<file path="src/rtl/mipi_rx_timing_recovery_pkg.sv">
// DSI RX shared constants: packet data types, FSM encoding, default frame geometry.
package mipi_dsi_pkg;

  localparam logic [5:0] DT_VSS   = 6'h01;
  localparam logic [5:0] DT_HSS   = 6'h21;
  localparam logic [5:0] DT_BLANK = 6'h19;
  localparam logic [5:0] DT_NULL  = 6'h09;
  localparam logic [5:0] DT_RGB   = 6'h3E;

  localparam logic [11:0] RX_VACTIVE_DEF = 12'd1920;
  localparam logic [15:0] RX_HBYTES_DEF  = 16'd3240;

  localparam logic [2:0] ST_IDLE      = 3'd0;
  localparam logic [2:0] ST_WAIT_LINE = 3'd1;
  localparam logic [2:0] ST_HSS_SEEN  = 3'd2;
  localparam logic [2:0] ST_PAYLOAD   = 3'd3;
  localparam logic [2:0] ST_DROP      = 3'd4;

  // Byte-lane mask for a beat with `rem` bytes still expected in the line.
  function automatic logic [3:0] keep_mask(input logic [15:0] rem);
    if (rem >= 16'd4) return 4'hF;
    return 4'((5'd1 << rem[1:0]) - 5'd1);
  endfunction

endpackage

</file>
<file path="src/rtl/mipi_rx_timing_recovery_if.sv">
// Bundle between the RX PHY/pixel FIFO side (master) and the timing recovery block (slave).
interface mipi_rx_timing_recovery_if;
  logic        Rx_hdr_valid;
  logic [5:0]  Rx_hdr_data_type;
  logic [15:0] Rx_hdr_word_count;
  logic        Rx_payload_valid;
  logic [31:0] Rx_payload;
  logic        Rx_payload_last;
  logic        Err_clr;
  logic        Fifo_full;
  logic        Vsync;
  logic        Hsync;
  logic        frame_active;
  logic        frame_done;
  logic [11:0] line_cnt;
  logic        Fifo_wr_en;
  logic [31:0] Fifo_wdata;
  logic [3:0]  Fifo_keep;
  logic        err_len;
  logic        err_proto;
  logic        err_ovf;
  logic [15:0] Err_count;

  modport master (
    output Rx_hdr_valid, Rx_hdr_data_type, Rx_hdr_word_count, Rx_payload_valid,
           Rx_payload, Rx_payload_last, Err_clr, Fifo_full,
    input  Vsync, Hsync, frame_active, frame_done, line_cnt, Fifo_wr_en,
           Fifo_wdata, Fifo_keep, err_len, err_proto, err_ovf, Err_count
  );

  modport slave (
    input  Rx_hdr_valid, Rx_hdr_data_type, Rx_hdr_word_count, Rx_payload_valid,
           Rx_payload, Rx_payload_last, Err_clr, Fifo_full,
    output Vsync, Hsync, frame_active, frame_done, line_cnt, Fifo_wr_en,
           Fifo_wdata, Fifo_keep, err_len, err_proto, err_ovf, Err_count
  );
endinterface

</file>
<file path="src/rtl/mipi_rx_timing_recovery.sv">
// DSI video-mode RX timing recovery: packet decode, sync regeneration, RGB888 push to pixel FIFO.
// Define MIPI_RX_ERR_CNT_EN to build the saturating error event counter on Err_count.
module mipi_rx_timing_recovery
  import mipi_dsi_pkg::*;
#(
  parameter logic [11:0] RX_VACTIVE = RX_VACTIVE_DEF,
  parameter logic [15:0] RX_HBYTES  = RX_HBYTES_DEF
) (
  input logic                      CLK_tx,
  input logic                      RSTn,
  mipi_rx_timing_recovery_if.slave bus
);

  logic [2:0]  state, st_nxt, eff;
  logic [15:0] byte_cnt, bc_nxt;
  logic [11:0] line_inc;
  logic        close_line, enter_pl, vss_clr, vs, hs, wr;
  logic        ev_len, ev_proto, ev_ovf;
  logic [3:0]  keep;

  assign line_inc = bus.line_cnt + 12'd1;

  always_comb begin
    st_nxt     = state;
    eff        = state;
    bc_nxt     = byte_cnt;
    close_line = 1'b0;
    enter_pl   = 1'b0;
    vss_clr    = 1'b0;
    vs         = 1'b0;
    hs         = 1'b0;
    wr         = 1'b0;
    keep       = 4'h0;
    ev_len     = 1'b0;
    ev_proto   = 1'b0;
    ev_ovf     = 1'b0;
    if (bus.Rx_hdr_valid) begin
      // A header inside a packet truncates it; the new header then decodes as if from WAIT_LINE.
      if (state == ST_PAYLOAD || state == ST_DROP) begin
        ev_proto   = 1'b1;
        close_line = (state == ST_PAYLOAD);
        eff        = ST_WAIT_LINE;
        st_nxt     = ST_WAIT_LINE;
      end
      case (bus.Rx_hdr_data_type)
        DT_VSS: begin
          vs      = 1'b1;
          vss_clr = 1'b1;
          st_nxt  = ST_WAIT_LINE;
        end
        DT_HSS: begin
          hs = 1'b1;
          if (eff != ST_IDLE) st_nxt = ST_HSS_SEEN;
        end
        DT_RGB: begin
          if (eff == ST_WAIT_LINE) begin
            st_nxt   = ST_DROP;
            ev_proto = 1'b1;
          end else if (eff == ST_HSS_SEEN) begin
            if (bus.Rx_hdr_word_count != RX_HBYTES) begin
              st_nxt = ST_DROP;
              ev_len = 1'b1;
            end else if (bus.line_cnt == RX_VACTIVE) begin
              st_nxt   = ST_DROP;
              ev_proto = 1'b1;
            end else begin
              st_nxt   = ST_PAYLOAD;
              enter_pl = 1'b1;
              bc_nxt   = 16'd0;
            end
          end
        end
        default: ;
      endcase
    end else if (bus.Rx_payload_valid) begin
      if (state == ST_PAYLOAD) begin
        if (byte_cnt >= RX_HBYTES) begin
          ev_len = 1'b1;
        end else begin
          keep   = keep_mask(RX_HBYTES - byte_cnt);
          bc_nxt = byte_cnt + 16'd4;
          if (bus.Fifo_full) ev_ovf = 1'b1;
          else               wr     = 1'b1;
        end
        if (bus.Rx_payload_last) begin
          close_line = 1'b1;
          st_nxt     = ST_WAIT_LINE;
          if ({1'b0, byte_cnt} + 17'd4 < {1'b0, RX_HBYTES}) ev_len = 1'b1;
        end
      end else if (state == ST_DROP && bus.Rx_payload_last) begin
        st_nxt = ST_WAIT_LINE;
      end
    end
  end

  always_ff @(posedge CLK_tx or negedge RSTn) begin
    if (!RSTn) begin
      state            <= ST_IDLE;
      byte_cnt         <= 16'd0;
      bus.Vsync        <= 1'b0;
      bus.Hsync        <= 1'b0;
      bus.frame_active <= 1'b0;
      bus.frame_done   <= 1'b0;
      bus.line_cnt     <= 12'd0;
      bus.Fifo_wr_en   <= 1'b0;
      bus.Fifo_wdata   <= 32'd0;
      bus.Fifo_keep    <= 4'h0;
      bus.err_len      <= 1'b0;
      bus.err_proto    <= 1'b0;
      bus.err_ovf      <= 1'b0;
    end else begin
      state          <= st_nxt;
      byte_cnt       <= bc_nxt;
      bus.Vsync      <= vs;
      bus.Hsync      <= hs;
      bus.frame_done <= 1'b0;
      bus.Fifo_wr_en <= wr;
      if (wr) begin
        bus.Fifo_wdata <= bus.Rx_payload;
        bus.Fifo_keep  <= keep;
      end
      if (vss_clr) begin
        bus.line_cnt     <= 12'd0;
        bus.frame_active <= 1'b0;
      end else begin
        if (enter_pl) bus.frame_active <= 1'b1;
        if (close_line) begin
          bus.line_cnt <= line_inc;
          if (line_inc == RX_VACTIVE) begin
            bus.frame_active <= 1'b0;
            bus.frame_done   <= 1'b1;
          end
        end
      end
      // A same-cycle event beats Err_clr so the flag stays set.
      bus.err_len   <= ev_len   | (bus.err_len   & ~bus.Err_clr);
      bus.err_proto <= ev_proto | (bus.err_proto & ~bus.Err_clr);
      bus.err_ovf   <= ev_ovf   | (bus.err_ovf   & ~bus.Err_clr);
    end
  end

`ifdef MIPI_RX_ERR_CNT_EN
  logic        ev_any;
  logic [15:0] err_cnt_q;
  assign ev_any = ev_len | ev_proto | ev_ovf;
  always_ff @(posedge CLK_tx or negedge RSTn) begin
    if (!RSTn)                              err_cnt_q <= 16'd0;
    else if (bus.Err_clr)                   err_cnt_q <= {15'd0, ev_any};
    else if (ev_any && err_cnt_q != 16'hFFFF) err_cnt_q <= err_cnt_q + 16'd1;
  end
  assign bus.Err_count = err_cnt_q;
`else
  assign bus.Err_count = 16'h0;
`endif

endmodule
</file>
<file path="src/flat_wrapper.sv">
// flat-port wrapper written by rule: the top's interface ports become plain ports
module mipi_rx_timing_recovery_flat import mipi_dsi_pkg::*;
#(
  parameter logic [11:0] RX_VACTIVE = RX_VACTIVE_DEF,
  parameter logic [15:0] RX_HBYTES  = RX_HBYTES_DEF
)
  (CLK_tx, RSTn, bus_Rx_hdr_valid, bus_Rx_hdr_data_type, bus_Rx_hdr_word_count, bus_Rx_payload_valid, bus_Rx_payload, bus_Rx_payload_last, bus_Err_clr, bus_Fifo_full, bus_Vsync, bus_Hsync, bus_frame_active, bus_frame_done, bus_line_cnt, bus_Fifo_wr_en, bus_Fifo_wdata, bus_Fifo_keep, bus_err_len, bus_err_proto, bus_err_ovf, bus_Err_count);
  mipi_rx_timing_recovery_if bus_i ();
  input logic CLK_tx;
  input logic RSTn;
  input wire logic [$bits(bus_i.Rx_hdr_valid)-1:0] bus_Rx_hdr_valid;
  input wire logic [$bits(bus_i.Rx_hdr_data_type)-1:0] bus_Rx_hdr_data_type;
  input wire logic [$bits(bus_i.Rx_hdr_word_count)-1:0] bus_Rx_hdr_word_count;
  input wire logic [$bits(bus_i.Rx_payload_valid)-1:0] bus_Rx_payload_valid;
  input wire logic [$bits(bus_i.Rx_payload)-1:0] bus_Rx_payload;
  input wire logic [$bits(bus_i.Rx_payload_last)-1:0] bus_Rx_payload_last;
  input wire logic [$bits(bus_i.Err_clr)-1:0] bus_Err_clr;
  input wire logic [$bits(bus_i.Fifo_full)-1:0] bus_Fifo_full;
  output wire logic [$bits(bus_i.Vsync)-1:0] bus_Vsync;
  output wire logic [$bits(bus_i.Hsync)-1:0] bus_Hsync;
  output wire logic [$bits(bus_i.frame_active)-1:0] bus_frame_active;
  output wire logic [$bits(bus_i.frame_done)-1:0] bus_frame_done;
  output wire logic [$bits(bus_i.line_cnt)-1:0] bus_line_cnt;
  output wire logic [$bits(bus_i.Fifo_wr_en)-1:0] bus_Fifo_wr_en;
  output wire logic [$bits(bus_i.Fifo_wdata)-1:0] bus_Fifo_wdata;
  output wire logic [$bits(bus_i.Fifo_keep)-1:0] bus_Fifo_keep;
  output wire logic [$bits(bus_i.err_len)-1:0] bus_err_len;
  output wire logic [$bits(bus_i.err_proto)-1:0] bus_err_proto;
  output wire logic [$bits(bus_i.err_ovf)-1:0] bus_err_ovf;
  output wire logic [$bits(bus_i.Err_count)-1:0] bus_Err_count;
  assign bus_i.Rx_hdr_valid = bus_Rx_hdr_valid;
  assign bus_i.Rx_hdr_data_type = bus_Rx_hdr_data_type;
  assign bus_i.Rx_hdr_word_count = bus_Rx_hdr_word_count;
  assign bus_i.Rx_payload_valid = bus_Rx_payload_valid;
  assign bus_i.Rx_payload = bus_Rx_payload;
  assign bus_i.Rx_payload_last = bus_Rx_payload_last;
  assign bus_i.Err_clr = bus_Err_clr;
  assign bus_i.Fifo_full = bus_Fifo_full;
  assign bus_Vsync = bus_i.Vsync;
  assign bus_Hsync = bus_i.Hsync;
  assign bus_frame_active = bus_i.frame_active;
  assign bus_frame_done = bus_i.frame_done;
  assign bus_line_cnt = bus_i.line_cnt;
  assign bus_Fifo_wr_en = bus_i.Fifo_wr_en;
  assign bus_Fifo_wdata = bus_i.Fifo_wdata;
  assign bus_Fifo_keep = bus_i.Fifo_keep;
  assign bus_err_len = bus_i.err_len;
  assign bus_err_proto = bus_i.err_proto;
  assign bus_err_ovf = bus_i.err_ovf;
  assign bus_Err_count = bus_i.Err_count;
  mipi_rx_timing_recovery #(.RX_VACTIVE(RX_VACTIVE), .RX_HBYTES(RX_HBYTES)) u_core (.CLK_tx(CLK_tx), .RSTn(RSTn), .bus(bus_i));
endmodule
</file>
<file path="config.mk">
export PLATFORM = sky130hd
export DESIGN_NAME = mipi_rx_timing_recovery_flat
export DESIGN_NICKNAME = d
export VERILOG_FILES = /design/src/rtl/mipi_rx_timing_recovery_pkg.sv /design/src/rtl/mipi_rx_timing_recovery_if.sv /design/src/rtl/mipi_rx_timing_recovery.sv /design/src/flat_wrapper.sv
export SDC_FILE = /design/constraint.sdc
export NUM_CORES = 1
export LEC_CHECK = 0
export CORE_MARGIN = 2
export CORE_UTILIZATION = 50
export DETAILED_ROUTE_END_ITERATION = 16
export PLACE_DENSITY_LB_ADDON = 0.05
export RECOVER_POWER = 25
export SYNTH_ARGS = -nofsm -noshare
export SYNTH_HDL_FRONTEND = slang
export SYNTH_SLANG_ARGS = --single-unit
</file>
<file path="constraint.sdc">
create_clock -name CLK_tx -period 4.2 [get_ports CLK_tx]
set_input_delay 0.63 -clock CLK_tx [delete_from_list [all_inputs] [get_ports CLK_tx]]
set_output_delay 0.63 -clock CLK_tx [all_outputs]
set_load 0.01 [all_outputs]
</file>
# ---- After elaboration in Yosys (flattened, before gate mapping)
# Index checks and enable logic that the tools add are counted.
dict set report totals {
  ff_bits 75
  latch_bits 0
  mem_bits_rw 0
  mem_bits_ro 0
  out_inout_bits 72
  elab_cells 139
  memories 0
}
dict set report op_classes {
  add_sub_neg 5
  n_mul 0
  div_mod_pow 0
  magnitude_cmp 3
  n_eq_ne 17
  n_shift 1
  mux 84
  bitwise 7
  reduce_logical 9
}
# cell n
set ops {}
lappend ops {{16-bit two-way mux} 9}
lappend ops {{1-bit two-way mux} 54}
lappend ops {{3-bit two-way mux} 12}
lappend ops {{12-bit by 11-bit equality test with 1-bit output (second input constant)} 2}
lappend ops {{12-bit two-way mux} 2}
lappend ops {{4-bit two-way mux} 6}
lappend ops {{16-bit by 3-bit adder with 17-bit output (second input constant)} 1}
lappend ops {{17-bit by 12-bit < comparator with 1-bit output (second input constant)} 1}
lappend ops {{16-bit by 3-bit adder with 16-bit output (second input constant)} 1}
lappend ops {{16-bit by 12-bit greater-or-equal comparator with 1-bit output (second input constant)} 1}
lappend ops {{16-bit by 3-bit greater-or-equal comparator with 1-bit output (second input constant)} 1}
lappend ops {{16-bit by 12-bit != test with 1-bit output (second input constant)} 1}
lappend ops {{12-bit by 16-bit subtractor with 16-bit output (first input constant)} 1}
lappend ops {{12-bit by 1-bit adder with 12-bit output (second input constant)} 1}
lappend ops {{6-bit equality test (second input constant)} 2}
lappend ops {{3-bit case mux with 3 select lines} 1}
lappend ops {{2-bit != test (second input constant)} 4}
lappend ops {{8-bit AND reduction} 1}
lappend ops {{3-bit by 2-bit equality test with 1-bit output (second input constant)} 2}
lappend ops {{6-bit by 1-bit equality test with 1-bit output (second input constant)} 1}
lappend ops {{2-bit nonzero test} 3}
lappend ops {{3-bit nonzero test} 2}
lappend ops {{2-bit by 1-bit != test with 1-bit output (second input constant)} 2}
lappend ops {{1-bit by 2-bit left shift with 4-bit output (first input constant)} 1}
lappend ops {{other kinds (10)} 14}

# ---- Longest topological paths before layout
# Gate-level depths: netlist of the first run.
dict set report logic_depth {
  depth_word 13
  mapped_depth 9
  depth_no_buf 8
}

# ---- Worst setup path before layout of the first run
# Ideal clock, no wire load.
dict set report synth_path {
  path_kind {register to register}
  from {register u_core.byte_cnt[2]}
  to {register u_core.bus.Fifo_wdata[0] in the netlist's numbering}
  setup_time_ns 0.125
  t_arrival_ns 2.300
  required_time_ns 4.075
  path_slack_ns 1.776
  stages_incl_launch_ff 9
  path_cell_list {dfrtp_1 > ha_1 > buf_2 > o21a_1 > o21ai_0 > a31oi_1 > nor4_2 > buf_4 > mux2_2}
}
dict set report synth_via {
  elab_chain_len 5
}
# element line
set synth_lines {}
lappend synth_lines {{start: declaration} mipi_rx_timing_recovery.sv:15} ;# logic [15:0] byte_cnt, bc_nxt;
lappend synth_lines {{start signal: assignment} mipi_rx_timing_recovery.sv:113} ;# byte_cnt <= bc_nxt;
lappend synth_lines {{16-bit by 12-bit greater-or-equal comparator with 1-bit output} mipi_rx_timing_recovery.sv:77} ;# if (byte_cnt >= RX_HBYTES) begin
lappend synth_lines {{1-bit two-way mux} mipi_rx_timing_recovery.sv:77}
lappend synth_lines {{1-bit two-way mux} mipi_rx_timing_recovery.sv:76} ;# if (state == ST_PAYLOAD) begin
lappend synth_lines {{1-bit two-way mux} mipi_rx_timing_recovery.sv:75} ;# end else if (bus.Rx_payload_valid) begin
lappend synth_lines {{1-bit two-way mux} mipi_rx_timing_recovery.sv:37} ;# if (bus.Rx_hdr_valid) begin
lappend synth_lines {{end signal: assignment} mipi_rx_timing_recovery.sv:119} ;# bus.Fifo_wdata <= bus.Rx_payload;
lappend synth_lines {{end: declaration} mipi_rx_timing_recovery_if.sv:35} ;# Fifo_wdata, Fifo_keep, err_len, err_proto, err_ovf, Err_count
# No other way between the ends.
# A chain may end at the register's enable or synchronous reset.

# ---- Worst setup path in the final report of the first run
dict set report layout_path {
  from {register u_core.byte_cnt[3]}
  to {register u_core.byte_cnt[2]}
}
dict set report layout_via {
  elab_chain_len 3
}
# element line
set layout_lines {}
lappend layout_lines {{16-bit by 12-bit greater-or-equal comparator with 1-bit output} mipi_rx_timing_recovery.sv:77}
lappend layout_lines {{2-bit != test (no line)} --}
lappend layout_lines {{8-bit AND reduction (no line)} --}
# No other way between the ends.

==> results of run 1 <==
-- logic make-up after synthesis --
family                     after synthesis  synth area share, %
muxes                                   37                 10.4
DFF                                     71                 44.8
xor gates and xnor gates                17                 3.76
buffers and inverters                   49                 6.88
adders and majority gates                7                 2.21
other                                    1               0.0946
AOI/OAI and AO/OA                       64                 11.8
and+or+nand+nor                        149                 20.0
-- routing by layer --
| layer | wire length (um) | share of wire, % |
|---|---|---|
| met1 | 4140 | 45 |
| met2 | 4390 | 47 |
| met3 | 651 | 7.0 |
| met4 | 124 | 1.3 |
| met5 | 0 | 0 |
-- sequential cells by signal, indices dropped and copies added (netlist names) --
signal	cells
u_core.bus.Fifo_wdata	32
u_core.byte_cnt	14
u_core.bus.line_cnt	12
u_core.state	3
u_core.bus.Fifo_keep	2
u_core.bus.Fifo_wr_en	1
u_core.bus.Hsync	1
u_core.bus.Vsync	1
u_core.bus.err_len	1
u_core.bus.err_ovf	1
u_core.bus.err_proto	1
u_core.bus.frame_active	1
u_core.bus.frame_done	1
-- power by group --
part	total (W)	switching (W)	internal, W
Sequential	0.000810	0.0000728	0.000737
Clock	0.000558	0.000277	0.000281
Combinational	0.000396	0.000173	0.000223
Total	0.00177	0.000523	0.00124
-- synthesized netlist by cell type (all sizes together) (7+ instances only) --
library cell  instances
nand2                29
nand4                 8
clkbuf               14
dfrtp                71
nor4                 12
mux2                 33
nor2b                12
ha                    7
nor3                  8
xnor2                 8
nand3                12
a21oi                12
and3                  7
nor2                 36
inv                  10
a221o                 9
xor2                  9
buf                  25
o21ai                11
-- critical path, stage by stage (launching register included) --
cell and delay, ps:
dfrtp_1 600, ha_1 450, o21a_1 150, o21ai_0 110
a31oi_1 570, a2bb2oi_2 690, nor2_1 260, o21ai_0 200
-- metrics by stage --
stage / hold WS [ps] / instance area [um^2] / util (%)
after floorplan: 334 / 4020 / -
after global placement: 468 / 5110 / 66.5
after detailed placement: 477 / 5110 / 66.5
after CTS: 495 / 5320 / 69.2
after global routing: 508 / 5320 / 69.2
final: 493 / 5320 / 69.2
-- final cells by class --
cell class,count,area share [%]
Multi-Input combinational cell,290,37.2
Timing Repair Buffer,121,22.4
Tap cell,102,2.40
Clock inverter,7,1.53
Clock buffer,9,2.33
Sequential cell,71,33.4
Inverter,10,0.706
-- worst max-delay path by stage --
stage / startpoint / end / cells after the start
floorplan: u_core.byte_cnt[2] / u_core.bus.Fifo_wdata[0] / 8
global placement: bus_Rx_payload_valid / u_core.bus.Fifo_keep[0] / 6
detailed placement: bus_Rx_payload_valid / u_core.bus.Fifo_keep[3] / 6
CTS: u_core.byte_cnt[3] / u_core.byte_cnt[2] / 7
global route: u_core.byte_cnt[3] / u_core.byte_cnt[2] / 7
finish: u_core.byte_cnt[3] / u_core.byte_cnt[2] / 7
==> key figures, run 1 <==
Route
  • DRC: 0
  • WL final: 9.30 mm
  • Vias per inst: between 5 and 6
  • Remaining antenna violation count: 0
  • Initial DRC Count: 246
  • Vias: between 3000 and 4000
  • Initial DRT Pass Iterations: 4
  • WL/cell: roughly 15 um

Floorplan
  • Placement row count: 32
  • Die area: 8650 um^2
  • Ports: approximately 130
  • Starting density of the core: 51.5%
  • Core footprint: about 7700 um^2
  • Die height: a little over 90 um
  • Die span in x: around 93 um

STA
  • Final hold violation count: 0
  • Highest Clock Rate: 319 MHz
  • Worst Skew: 13.7 ps
  • Fin crit share: 74.5%
  • Final setup violation count: 0
  • RSZ-0062 raised after global routing: no
  • Min Tclk post-route: between 3000 and 4000 ps
  • Worst slew pin tran: 1740 ps
  • Final Max Tran Viols: just over 70
  • Setup TNS: 0 ps
  • Worst slew margin: -15.7%
  • Setup ws final: about 1100 ps

Clock tree
  • Setup Buffers After CTS: 0
  • H-tree depth: 3
  • CTS Buffer Depth: 2
  • Quantity of gates resized following cts: 0
  • Clock Latency Late Sink: around 340 ps
  • Clock sinks: slightly above 70
  • CTS tree: yes
  • Post-CTS Hold Fix Bufs: 0
  • TritonCTS Buffers: 9
  • Clock transition at path regs: 80 ps
  • CTS root buffer: clkbuf_8

Hold path
  • HP Start: u_core.bus.Fifo_keep[0]
  • Worst hold endpoint: u_core.bus.Fifo_keep[0]
  • Hold Crit Class: reg2reg
  • WHS Path Cells: 1

Placement
  • Final Wtd Congestion: 0.898
  • Dpl cells: 594
  • DP Worst Slack: 1080 ps
  • Port-buffer cells: 116
  • Post-DP HPWL: 6.73 mm

Yosys
  • Synth top area cells: dfrtp_1, mux2_2, buf_4
  • Synth Register Bits: 71
  • Biggest area consumer among synthesized cells: dfrtp_1
  • Yosys warning count: 0
  • Synthesized cell area: about 4000 um^2
  • Sequential share of the synthesized area: between 40% and 50%
  • Share of Yosys cell area claimed by the top area cell type: about 45%
  • Gate Count Post-Synth: ~400
  • Async SR Flop Fraction: between 90% and 100%
  • Library cells used by synthesis: 54
  • Post-synth EDFFs: 0
  • Mean Syn Cell Area: between 10 and 15 um^2
  • Synth Flop Type: dfrtp_1

Final layout
  • Share of post-route cells with drive strength above 1: 12.2%
  • Reg area: 1780 um^2
  • P&R area growth vs syn: 34.2%
  • Diode count: 0
  • Commonest cells after routing, fill and taps aside: clkdlybuf4s50_1, dfrtp_1, nor2_1, mux2_2, nand2_1
  • Area of the multi-input gates: 1980 um^2
  • Final net count: about 570
  • FILL cells: 626
  • Non-filler instance count after layout: 610
  • Most common cell after layout, fill and taps aside: clkdlybuf4s50_1

Setup path
  • Worst R2R Start: u_core.byte_cnt[3]
  • Worst path arrival time: 3390 ps
  • CP startpoint kind: flip-flop
  • Crit Path Max Fanout: 19
  • Crit Path Category: reg2reg
  • Worst path required time: between 4000 and 5000 ps
  • RR Endpoint: u_core.byte_cnt[2]
  • R2R setup slack: approximately 1100 ps
  • CP Capture Type: flip-flop
  • Reg2reg path depth: 7

Global route
  • M3 GR Usage: 4.83%
  • Total congestion overflow: 0
  • Initial antenna violation count: 0
  • Vias in the first global route: a little over 3000
  • First-pass GRT wire length: around 15 mm
  • Met1 GRT Util: between 20% and 30%
  • Gr busiest metal: met2
  • Met2 GRT Util: between 30% and 40%
  • Largest net degree at the start of global routing: 72
  • GR Util All Layers: 21.9%

Pwr
  • Final Power: approximately 0.0018 W
  • VDD IR max: 0.208 mV
  • Power density over the cells: around 330 nW/um^2
  • P_leak: ~2.3 nW

Run status
  • Violated checks: capacitance limit, slew limit
  • Outcome: finished, violations left

Run
  • Maximum capacitance violations: 1
No activity file was read; power rests on OpenSTA's default activity.
==> run 2: changes to the inputs <==
--- a/config.mk
+++ b/config.mk
@@ -6,7 +6,7 @@
 export NUM_CORES = 1
 export LEC_CHECK = 0
 export CORE_MARGIN = 2
-export CORE_UTILIZATION = 50
+export CORE_UTILIZATION = 46
 export DETAILED_ROUTE_END_ITERATION = 16
 export PLACE_DENSITY_LB_ADDON = 0.05
 export RECOVER_POWER = 25
==> constraint.sdc (replaced) <==
create_clock -name CLK_tx -period 3.05 [get_ports CLK_tx]
set_input_delay 0.4575 -clock CLK_tx [delete_from_list [all_inputs] [get_ports CLK_tx]]
set_output_delay 0.4575 -clock CLK_tx [all_outputs]
set_load 0.01 [all_outputs]
==> run 2 against run 1 <==
- via count grew 1.4%
- highest routed layer unchanged
- final area grew 1.6%
- global-route usage shrank 1.4 points
- the run now ends clean
- sequential cell count is the same
- largest cell class unchanged
- first-iteration DRC count grew 13%
==> key figures, run 2 (synthesis results as in run 1) <==
Global route
  • Vias in the first global route: between 3000 and 4000
  • Initial antenna violation count: 0
  • Total congestion overflow: 0
  • Largest net degree at the start of global routing: 33
  • First-pass GRT wire length: 15.9 mm
  • GR Util All Layers: about a fifth

Final layout
  • Reg area: around 1800 um^2
  • Share of post-route cells with drive strength above 1: 12.5%
  • P&R area growth vs syn: 36.4%
  • Area of the multi-input gates: between 1500 and 2000 um^2
  • FILL cells: 709
  • Most common cell after layout, fill and taps aside: clkdlybuf4s50_1
  • Largest reg by FF count: u_core.bus.Fifo_wdata
  • Top flop regs: u_core.bus.Fifo_wdata: 32 flops, u_core.byte_cnt: 14 flops, u_core.bus.line_cnt: 12 flops
  • Commonest cells after routing, fill and taps aside: clkdlybuf4s50_1, dfrtp_1, nor2_1, mux2_2, nand2_1
  • Largest register FFs: 32
  • Final net count: 575
  • Diode count: 0

Hold path
  • Hold Crit Class: in2async

Setup path
  • Worst path required time: between 3000 and 4000 ps
  • Worst path arrival time: 3030 ps
  • CP startpoint kind: flip-flop
  • Crit Path Max Fanout: 19
  • CP Capture Type: flip-flop
  • Crit Path Category: reg2reg

Floorplan
  • Ports: between 100 and 150
  • Starting density of the core: a little under half
  • Die area: 9370 um^2
  • Die height: around 97 um
  • Core footprint: between 8000 and 9000 um^2
  • Die span in x: approximately 97 um
  • Placement row count: 33

Clock tree
  • H-tree depth: 3
  • Clock Latency Late Sink: ~350 ps
  • CTS Buffer Depth: 2
  • Post-CTS Hold Fix Bufs: 0
  • Clock transition at path regs: approximately 90 ps
  • CTS root buffer: clkbuf_8
  • CTS tree: yes
  • Clock sinks: 71
  • Quantity of gates resized following cts: 0
  • Setup Buffers After CTS: 0
  • TritonCTS Buffers: 9

Pwr
  • Cell-internal power: between 0.0015 and 0.002 W
  • Power density over the cells: around 480 nW/um^2
  • Share of power burned in the clock network: a little over a third
  • Final Power: ~0.0026 W
  • Combinational share of power: between 20% and 30%
  • Switching Fraction: approximately 28%
  • Seq pwr share: 42.7%
  • P_sw: 0.000738 W
  • P_leak: between 2 and 2.5 nW
  • VDD IR max: approximately 0.27 mV

STA
  • Highest Clock Rate: around 360 MHz
  • Fin crit share: roughly nine tenths
  • RSZ-0062 raised after global routing: no
  • Worst slew margin: 20.2%
  • Min Tclk post-route: around 2800 ps
  • Setup TNS: 0 ps
  • Worst hold margin: between 200 and 300 ps
  • Final Max Tran Viols: 0
  • Worst slew pin tran: roughly 1200 ps
  • Worst Skew: ~12 ps
  • Final setup violation count: 0
  • Final hold violation count: 0

Run status
  • Outcome: finished, final reports clean

Route
  • Initial DRT Pass Iterations: 5
  • Initial DRC Count: approximately 280
  • WL final: 9.43 mm
  • Vias per inst: around 5.5
  • Remaining antenna violation count: 0
  • Vias: ~3400
  • DRC: 0
  • WL/cell: roughly 15 um

Placement
  • Final Wtd Congestion: between 0.8 and 0.9
  • Port-buffer cells: approximately 120
  • Post-DP HPWL: a little under 7 mm

Run
  • Maximum capacitance violations: 0
## run 2: cell type report
cell class              instances  share of cell area, %
clock buffers                   9                   2.29
inverters                      10                  0.695
well taps                     105                   2.43
clock inverters                 7                   2.36
multi-input cells             290                   36.6
flip-flops and latches         71                   32.9
repair buffers                125                   22.7
## run 2: power groups by stage
stage,Sequential (W),Combinational [W],Clock [W]
2_1_floorplan,0.00112,0.000290,0
3_3_place_gp,0.00113,0.000543,0
3_5_place_dp,0.00113,0.000550,0
4_1_cts,0.00112,0.000554,0.000969
5_1_grt,0.00113,0.000602,0.00102
6_report,0.00112,0.000548,0.000952
## run 2: final timing paths
| check | start | endpoint | slack (ps) | cells past startpoint |
|---|---|---|---|---|
| worst max-delay path | u_core.byte_cnt[3] | u_core.byte_cnt[6] | 260 | 8 |
| worst min-delay path | RSTn | u_core.bus.Fifo_wr_en | 290 | 1 |
| worst max register to register | u_core.byte_cnt[3] | u_core.byte_cnt[6] | 260 | 8 |
| worst min register to register | u_core.bus.Fifo_wdata[2] | u_core.bus.Fifo_wdata[2] | 500 | 1 |
| max in group asynchronous | RSTn | u_core.bus.line_cnt[5] | 1100 | 2 |
| min in group CLK_tx | u_core.bus.Fifo_wdata[2] | u_core.bus.Fifo_wdata[2] | 500 | 1 |
## run 2: routing by layer
metal / routed length, um / vias up / share of wire (%) / global-route usage, %
met5: 0 / - / 0 / 0
met4: 98 / 0 / 1.0 / 6.83
met3: 689 / 9 / 7.3 / 4.41
met2: 4280 / 162 / 45 / 31.8
met1: 4360 / 1618 / 46 / 28.7
li1: - / 1617 / - / -
## run 2: critical path, cell delays in order, from the launching register on
cell and delay [ps]:
dfrtp_1 610, ha_1 440, o21a_1 150, o21ai_0 110, a31oi_1 560, a2bb2oi_2 200
buf_4 250, nor4_1 80, a221o_1 270
## run 2: through the flow
stage / worst slack (ps) / cells / utilization (%) / area, um^2
floorplan: 626 / 410 / - / 4020
global placement: 385 / 601 / 62.2 / 5160
detailed placement: 336 / 601 / 62.2 / 5160
CTS: 336 / 617 / 65.2 / 5410
global route: 44.1 / 617 / 65.1 / 5400
finish: 258 / 617 / 65.1 / 5400
==> run 3: changes to the inputs <==
--- a/config.mk
+++ b/config.mk
@@ -5,6 +5,7 @@
 export SDC_FILE = /design/constraint.sdc
 export NUM_CORES = 1
 export LEC_CHECK = 0
+export CAP_MARGIN = 20
 export CORE_MARGIN = 2
 export CORE_UTILIZATION = 46
 export DETAILED_ROUTE_END_ITERATION = 16
==> constraint.sdc (replaced) <==
create_clock -name CLK_tx -period 3.05 [get_ports CLK_tx]
set_input_delay 0.4575 -clock CLK_tx [delete_from_list [all_inputs] [get_ports CLK_tx]]
set_output_delay 0.4575 -clock CLK_tx [all_outputs]
set_load 0.005 [all_outputs]
==> results of run 3 <==
The final DEF is identical to that of run 2. Status: finished, final reports clean.
Main changes from that run: total power 0.00262 W -> 0.00259 W; worst IR drop on VDD 0.268 mV -> 0.267 mV
